File: src/rtl/loop_gain_scheduler.sv
// loop_gain_scheduler: ADPLL gain scheduling and lock detect; define LOOP_GAIN_SCHED_TIMEOUT_EN for acquisition timeout/retry/FAIL
module loop_gain_scheduler #(
    parameter int ERROR_WIDTH = 8,
    parameter int KP_WIDTH = 5,
    parameter int KI_WIDTH = 8,
    parameter logic [KP_WIDTH-1:0] KP_ACQ = 5'b01000,
    parameter logic [KI_WIDTH-1:0] KI_ACQ = 8'b00010000,
    parameter logic [KP_WIDTH-1:0] KP_TRK = 5'b00010,
    parameter logic [KI_WIDTH-1:0] KI_TRK = 8'b00000010,
    parameter int ACQ_TOL = 8,
    parameter int ACQ_COUNT = 4,
    parameter int LOCK_TOL = 2,
    parameter int LOCK_COUNT = 8,
    parameter int UNLOCK_TOL = 16,
    parameter int UNLOCK_COUNT = 3,
    parameter int ACQ_TIMEOUT = 64,
    parameter int MAX_RETRY = 2
) (
    input  logic                   gen_clk_i,
    input  logic                   reset_n_i,
    input  logic                   enable_i,
    input  logic [ERROR_WIDTH-1:0] error_i,
    output logic [KP_WIDTH-1:0]    kp_o,
    output logic [KI_WIDTH-1:0]    ki_o,
    output logic                   filter_clear_o,
    output logic                   lock_o,
    output logic                   fail_o,
    output logic [2:0]             state_o
);
    typedef enum logic [2:0] {IDLE = 3'd0, ACQUIRE = 3'd1, TRACK = 3'd2, LOCKED = 3'd3, FAIL = 3'd4} state_t;
    localparam int CMAX = (ACQ_COUNT > LOCK_COUNT) ? ((ACQ_COUNT > UNLOCK_COUNT) ? ACQ_COUNT : UNLOCK_COUNT)
                                                   : ((LOCK_COUNT > UNLOCK_COUNT) ? LOCK_COUNT : UNLOCK_COUNT);
    localparam int CW = $clog2(CMAX + 1);
    localparam logic [ERROR_WIDTH-1:0] A_TOL = ERROR_WIDTH'(ACQ_TOL);
    localparam logic [ERROR_WIDTH-1:0] L_TOL = ERROR_WIDTH'(LOCK_TOL);
    localparam logic [ERROR_WIDTH-1:0] U_TOL = ERROR_WIDTH'(UNLOCK_TOL);
    state_t state, nxt;
    logic [CW-1:0] cnt, cnt_n;
    logic [ERROR_WIDTH-1:0] neg, mag;
    logic pulse;
    // two's complement negate; only the most negative value stays negative and is saturated
    assign neg = ~error_i + 1'b1;
    assign mag = !error_i[ERROR_WIDTH-1] ? error_i : neg[ERROR_WIDTH-1] ? {1'b0, {(ERROR_WIDTH-1){1'b1}}} : neg;
    assign state_o = state;
`ifdef LOOP_GAIN_SCHED_TIMEOUT_EN
    localparam int TW = $clog2(ACQ_TIMEOUT + 1);
    localparam int RW = $clog2(MAX_RETRY + 1);
    logic [TW-1:0] tmr, tmr_n;
    logic [RW-1:0] retry, retry_n;
`endif
    always_comb begin
        nxt = state;
        cnt_n = '0;
        pulse = 1'b0;
        case (state)
            IDLE: nxt = ACQUIRE;
            ACQUIRE: if (mag <= A_TOL) begin
                if (cnt == CW'(ACQ_COUNT - 1)) nxt = TRACK;
                else cnt_n = cnt + 1'b1;
            end
            TRACK: if (mag > U_TOL) nxt = ACQUIRE;
                else if (mag <= L_TOL) begin
                    if (cnt == CW'(LOCK_COUNT - 1)) nxt = LOCKED;
                    else cnt_n = cnt + 1'b1;
                end
            LOCKED: if (mag > U_TOL) begin
                if (cnt == CW'(UNLOCK_COUNT - 1)) nxt = ACQUIRE;
                else cnt_n = cnt + 1'b1;
            end
            FAIL: nxt = FAIL;
            default: nxt = IDLE;
        endcase
`ifdef LOOP_GAIN_SCHED_TIMEOUT_EN
        tmr_n = (state == ACQUIRE) ? tmr + 1'b1 : '0;
        retry_n = retry;
        if (enable_i && state == ACQUIRE && nxt == ACQUIRE && tmr == TW'(ACQ_TIMEOUT - 1)) begin
            tmr_n = '0;
            cnt_n = '0;
            if (retry == RW'(MAX_RETRY)) nxt = FAIL;
            else begin
                retry_n = retry + 1'b1;
                pulse = 1'b1;
            end
        end
`endif
        if (!enable_i) nxt = IDLE;
        if (nxt != state || !enable_i) cnt_n = '0;
`ifdef LOOP_GAIN_SCHED_TIMEOUT_EN
        if (nxt != state) tmr_n = '0;
        if (nxt == IDLE || nxt == LOCKED) retry_n = '0;
`endif
    end
    always_ff @(posedge gen_clk_i) begin
        if (!reset_n_i) begin
            state <= IDLE;
            cnt <= '0;
            kp_o <= '0;
            ki_o <= '0;
            filter_clear_o <= 1'b1;
            lock_o <= 1'b0;
            fail_o <= 1'b0;
`ifdef LOOP_GAIN_SCHED_TIMEOUT_EN
            tmr <= '0;
            retry <= '0;
`endif
        end else begin
            state <= nxt;
            cnt <= cnt_n;
            kp_o <= (nxt == ACQUIRE) ? KP_ACQ : (nxt == TRACK || nxt == LOCKED) ? KP_TRK : '0;
            ki_o <= (nxt == ACQUIRE) ? KI_ACQ : (nxt == TRACK || nxt == LOCKED) ? KI_TRK : '0;
            filter_clear_o <= nxt == IDLE || nxt == FAIL || pulse;
            lock_o <= nxt == LOCKED;
`ifdef LOOP_GAIN_SCHED_TIMEOUT_EN
            fail_o <= nxt == FAIL;
            tmr <= tmr_n;
            retry <= retry_n;
`else
            fail_o <= 1'b0;
`endif
        end
    end
endmodule
File: config.mk
export PLATFORM = sky130hd
export DESIGN_NAME = loop_gain_scheduler
export DESIGN_NICKNAME = d
export VERILOG_FILES = /design/src/rtl/loop_gain_scheduler.sv
export SDC_FILE = /design/constraint.sdc
export NUM_CORES = 1
export LEC_CHECK = 0
export BUFFER_PORTS_ARGS = -buffer_cell sky130_fd_sc_hd__buf_2
export CAP_MARGIN = 20
export CORE_MARGIN = 4
export CORE_UTILIZATION = 50
export DETAILED_ROUTE_END_ITERATION = 8
export GPL_TIMING_DRIVEN = 0
export HOLD_SLACK_MARGIN = 0.15
export PLACE_DENSITY = 0.77
export SYNTH_ARGS = -nofsm -noshare
export SYNTH_HDL_FRONTEND = slang
export SYNTH_SLANG_ARGS = --single-unit
File: constraint.sdc
create_clock -name gen_clk_i -period 1.9 [get_ports gen_clk_i]
set_input_delay 0.095 -clock gen_clk_i [delete_from_list [all_inputs] [get_ports gen_clk_i]]
set_output_delay 0.095 -clock gen_clk_i [all_outputs]
set_load 0.01 [all_outputs]
=== Yosys cells after proc, flatten, opt, wreduce, memory -nomap -nowiden ===
Cells that the tools add are included.

* Mux-type cells: 23
* Reduce and logical (&&, ||, !) cells: 8
* Add/sub/neg operators: 2
* Bitwise logic cells: 2
* Multipliers: 0
* Shift operators: 0
* Equal/unequal tests: 12
* Magnitude comparators: 3
* Divide/modulo/power cells: 0

{| class="wikitable"
|+ Operators by type and width
! cell !! count
|-
| $mux 4 || 8
|-
| $mux 3 || 8
|-
| $pmux 3 s5 || 1
|-
| $mux 7 || 2
|-
| $eq 3x2->1 const B || 4
|-
| $pmux 4 s3 || 1
|-
| $add 8x1->8 const B || 1
|-
| $eq 4x2->1 const B || 2
|-
| $not 8->8 || 1
|-
| $gt 7x5->1 const B || 1
|-
| $le 7x2->1 const B || 1
|-
| $le 7x4->1 const B || 1
|-
| $eq 3x1->1 const B || 2
|-
| $eq 3x3->1 const B || 2
|-
| $logic_not 3->1 || 2
|-
| $mux 5 || 1
|-
| $add 4x1->4 const B || 1
|-
| $eq 4x3->1 const B || 1
|-
| $mux 2 || 2
|-
| $reduce_or 2->1 || 2
|-
| $logic_or 1x1->1 || 3
|-
| $ne 3x3->1 || 1
|-
| $logic_not 1->1 || 1
|-
| $not 1->1 || 1
|}

* Input port bits: 11
* Output and inout bits: 19
* Latch bits: 0
* Logic and storage cells: 58
* Flip-flop bits (word level): 22
* RAM bits: 0
* Memories: 0
* Memory bits (read-only): 0

=== Logic depth before layout (Yosys ltp) ===
* Word-level depth: 13
* Mapped depth: 8
* Mapped depth without buffers: 8

=== Worst setup path after synthesis ===
OpenSTA, ideal clock, no wires.

* Kind: input-to-reg
* From: input error_i[0]
* To: register kp_o[3]
* Data arrival time: 1.502 ns
* Stages: 8
* Path slack: 0.283 ns
* Setup time: 0.116 ns
* Cells stage by stage: inv_1 ha_1 nor3b_1 a21oi_1 a2111oi_2 nand2_1 o21a_1 and3b_1

* Longest elaborated chain between the ends: 11
* Elaborated cells on any way between the ends: 15
* Classes of those cells: add/sub: 1; order compare: 3; eq/ne: 1; mux: 9; bitwise: 1

{| class="wikitable"
|+ Ends and longest elaborated chain
! what !! RTL line !! source
|-
| start, declared || 22 || <nowiki>input logic [ERROR_WIDTH-1:0] error_i,</nowiki>
|-
| $not 8->8 || 42 || <nowiki>assign neg = ~error_i + 1'b1;</nowiki>
|-
| $add 8x1->8 || 42 ||
|-
| $mux 7 || 43 || <nowiki>assign mag = !error_i[ERROR_WIDTH-1] ? error_i : neg[ERROR_WIDTH-1] ? {1'b0, {(ERROR_WIDTH-1){1'b1}}} : neg;</nowiki>
|-
| $mux 7 (*) || 43 ||
|-
| $le 7x2->1 || 62 || <nowiki>else if (mag <= L_TOL) begin</nowiki>
|-
| $mux 3 || 62 ||
|-
| $mux 3 || 61 || <nowiki>TRACK: if (mag > U_TOL) nxt = ACQUIRE;</nowiki>
|-
| $pmux 3 s5 (*) || 55 || <nowiki>case (state)</nowiki>
|-
| $mux 3 (*) || 86 || <nowiki>if (!enable_i) nxt = IDLE;</nowiki>
|-
| $eq 3x1->1 (*) || 109 || <nowiki>kp_o <= (nxt == ACQUIRE) ? KP_ACQ : (nxt == TRACK || nxt == LOCKED) ? KP_TRK : '0;</nowiki>
|-
| $mux 4 (*) || 109 ||
|-
| end signal, assigned || 109 ||
|-
| end, declared || 23 || <nowiki>output logic [KP_WIDTH-1:0] kp_o,</nowiki>
|}

Mark *: on every way between the ends. The rest lies on a longest branch, timed or not.
A chain may end at the register's enable or synchronous reset.

=== Final worst setup path ===
Same ends and word-level chain as after synthesis.

==> impl_metrics.json <==
{
  "status": "finished, final reports clean",
  "finalCritPeriodShare_pct": 91.1,
  "tns_ns": 0,
  "cts_sinks": 11,
  "gp_congestion": 0.797,
  "htree_num_levels": 1,
  "cp_data_arrival_time_ns": 1.89,
  "ys_warn_count": 0,
  "total_power_mw": 0.534,
  "multi_input_area_um2": 631,
  "vias": 892,
  "grtUsageTotal_pct": 16.4,
  "critPathTopFamily": "compound AO/OA/AOI/OAI gates",
  "cts_post_setup_buffers_inserted": 0,
  "synth.top_cell.area_share_pct": 23.3,
  "routed_wl_um": 1990,
  "report.final.hold_viol_count": 0,
  "die_area_um2": 2650,
  "drt_iter0_markers": 18,
  "vias_per_cell": 5.10,
  "clk_latency_ns": 0.26,
  "drv_slew": 0,
  "netlist-cell-type-count": 41,
  "critPathKind": "in -> reg",
  "synthCells": 116,
  "first_pass_iters": 4,
  "initial_utilization_pct": 53.5,
  "setup_viol": 0,
  "n_antenna_cell": 0,
  "portBuffers": 18,
  "ys_seq_area_share_pct": 23.3,
  "row_count": 15,
  "ant_nets": 0,
  "worstSetupEndpointType": "flop",
  "dpl.hpwl_um": 1580,
  "path_depth": 9,
  "min_period_ns": 1.73,
  "worstPathRequired_ns": 2.06,
  "fillers": 177,
  "coreArea_um2": 1760,
  "start_kind": "input pin",
  "fmaxAchievable_ghz": 0.578,
  "placed_cell_area_um2": 1100,
  "num-nets-final": 166,
  "area_growth_pct": 22.8,
  "seq_area_um2": 220,
  "post_drt_wl_per_cell_um": 11.4,
  "die_w_um": 51.5,
  "cap_violations": 0,
  "syn_area_per_cell_um2": 8.14,
  "path_buf_inv": 2,
  "rsz0062_at_grt": "no",
  "worstRegToRegCells": 6,
  "crit_path_max_fanout": 6,
  "final_area_um2": 1160,
  "async_flop_share_pct": 0,
  "ioPinCount": 30,
  "cts-root-buf": "clkbuf_4",
  "hold_path_depth": 5,
  "clkTransAtPathRegs_ns": 0.07,
  "syn_area_um2": 945,
  "synthTopCellsByArea": "dfxtp_1 23%, buf_4 10%, ha_1 5.3%, nand2_1 3.6%, a21oi_1 3.2%",
  "numCtsBuffers": 3,
  "synth_edf_count": 0,
  "synth_ff_type": "dfxtp_1",
  "path_cells": "buf_2, inv_1, ha_1, nor3b_1, a21oi_2, a2111oi_2, nand2_1, o21a_1, and3b_1",
  "finalHoldWorstSlack_ns": 0.452,
  "power.leakage_nw": 0.527,
  "die_y_um": 51.5,
  "critical_path.max_stage_delay_ns": 0.37,
  "ir_worst_vdd_mv": 0.353,
  "cts_tree": "yes",
  "drive_gt1_share_pct": 28.7,
  "grt_pass1_wl_um": 3390,
  "synthTopCellsByCount": "13 x buf_4, 11 x dfxtp_1, 9 x nand2_1",
  "power_density_nw_per_um2": 461,
  "ys_seq_elements": 11,
  "min_path_type": "in -> reg",
  "synth_top_cell_by_area": "dfxtp_1",
  "synth_most_common_cell": "buf_4",
  "drcViolationCount": 0,
  "crit_path_top_delay_cell": "a2111oi_2",
  "finClkSkew_ns": 0.00385,
  "antenna_found_initial": 0,
  "grt-ovfl-total": 0,
  "first_global_vias": 822,
  "grt_start_max_net_pins": 11,
  "clockBufferDepth": 2
}
[sequential cells by signal, indices dropped and copies added, names as in the netlist]
signal / flops
filter_clear_o: 1
ki_o: 1
lock_o: 1
kp_o: 1
state_o: 3
cnt: 4
[tightest hold or removal path, delay by kind of cell]
kind	cells	cell delay (ns)
XOR/XNOR	1	0.20
AND/OR/NAND/NOR	1	0.08
buffers and inverters	1	0.13
AO/OA/AOI/OAI	2	0.16
[per-stage QoR]
step           setup slack (ns)  utilization [%]  std cells
2_1_floorplan             0.283                -        125
3_3_place_gp            -0.0777             62.3        168
3_5_place_dp             -0.129             62.3        168
4_1_cts                   0.131             65.5        175
5_1_grt                  0.0356             65.7        175
6_report                  0.169             65.7        175
[repair_timing]
item | 4_1_cts | 5_1_grt
hold endpoints to repair | 3 | 0
hold buffers | 3 | 0
setup endpoints to repair | 0 | 1
resized for setup | 0 | 1
[power by group]
part,leakage (nW),switching (mW),internal (mW)
clock network,0.0150,0.0751,0.0812
logic,0.422,0.0757,0.0659
registers,0.0894,0.00253,0.234
total,0.527,0.153,0.381
[cell type report]
cell class	count	area share (%)
well taps	25	2.70
clock buffers	4	2.27
flip-flops and latches	11	19.0
inverters	6	1.94
plain buffers	14	9.39
repair buffers	21	10.4
multi-input cells	94	54.4
[layer usage]
metal | routed length (um) | track usage [%]
met3 | 123 | 5.54
met1 | 912 | 20.3
met5 | 0 | 0
met4 | 0 | 2.62
met2 | 951 | 27.8
[worst paths after layout]
path | from | endpoint | slack [ns]
worst max-delay path | error_i[0] | kp_o[3]$_SDFF_PN0_ | 0.17
worst min-delay path | error_i[3] | cnt[1]$_SDFF_PP0_ | 0.45
worst max register to register | cnt[0]$_SDFF_PP0_ | kp_o[3]$_SDFF_PN0_ | 0.19
worst min register to register | cnt[0]$_SDFF_PP0_ | cnt[0]$_SDFF_PP0_ | 0.53
[cells by family (layout without fill, tap and decap cells)]
kind of cell	count (synthesis)	after routing	share of synthesized area (%)
multiplexers	1	1	1.19
flip-flops	11	11	23.3
buffers and inverters	20	45	13.9
AND/OR/NAND/NOR	48	48	28.3
AO/OA/AOI/OAI	26	26	22.1
adder cells (fa/ha/maj)	4	4	5.30
other	1	10	0.397
XOR/XNOR	5	5	5.43
[placed cells by master, fill, tap and decap left out, drive strengths merged, types with 4 or more instances in the layout]
cell type  synthesis  layout
inv                6       6
nor2               8       8
dfxtp             11      11
a31oi              4       4
buf               14      32
nor3               6       6
nand2b             4       4
nor3b              4       4
nand2              9       9
ha                 4       4
clkbuf             0       4
conb               1      10
a21oi              6       6
No activity file was read; power rests on OpenSTA's default activity.
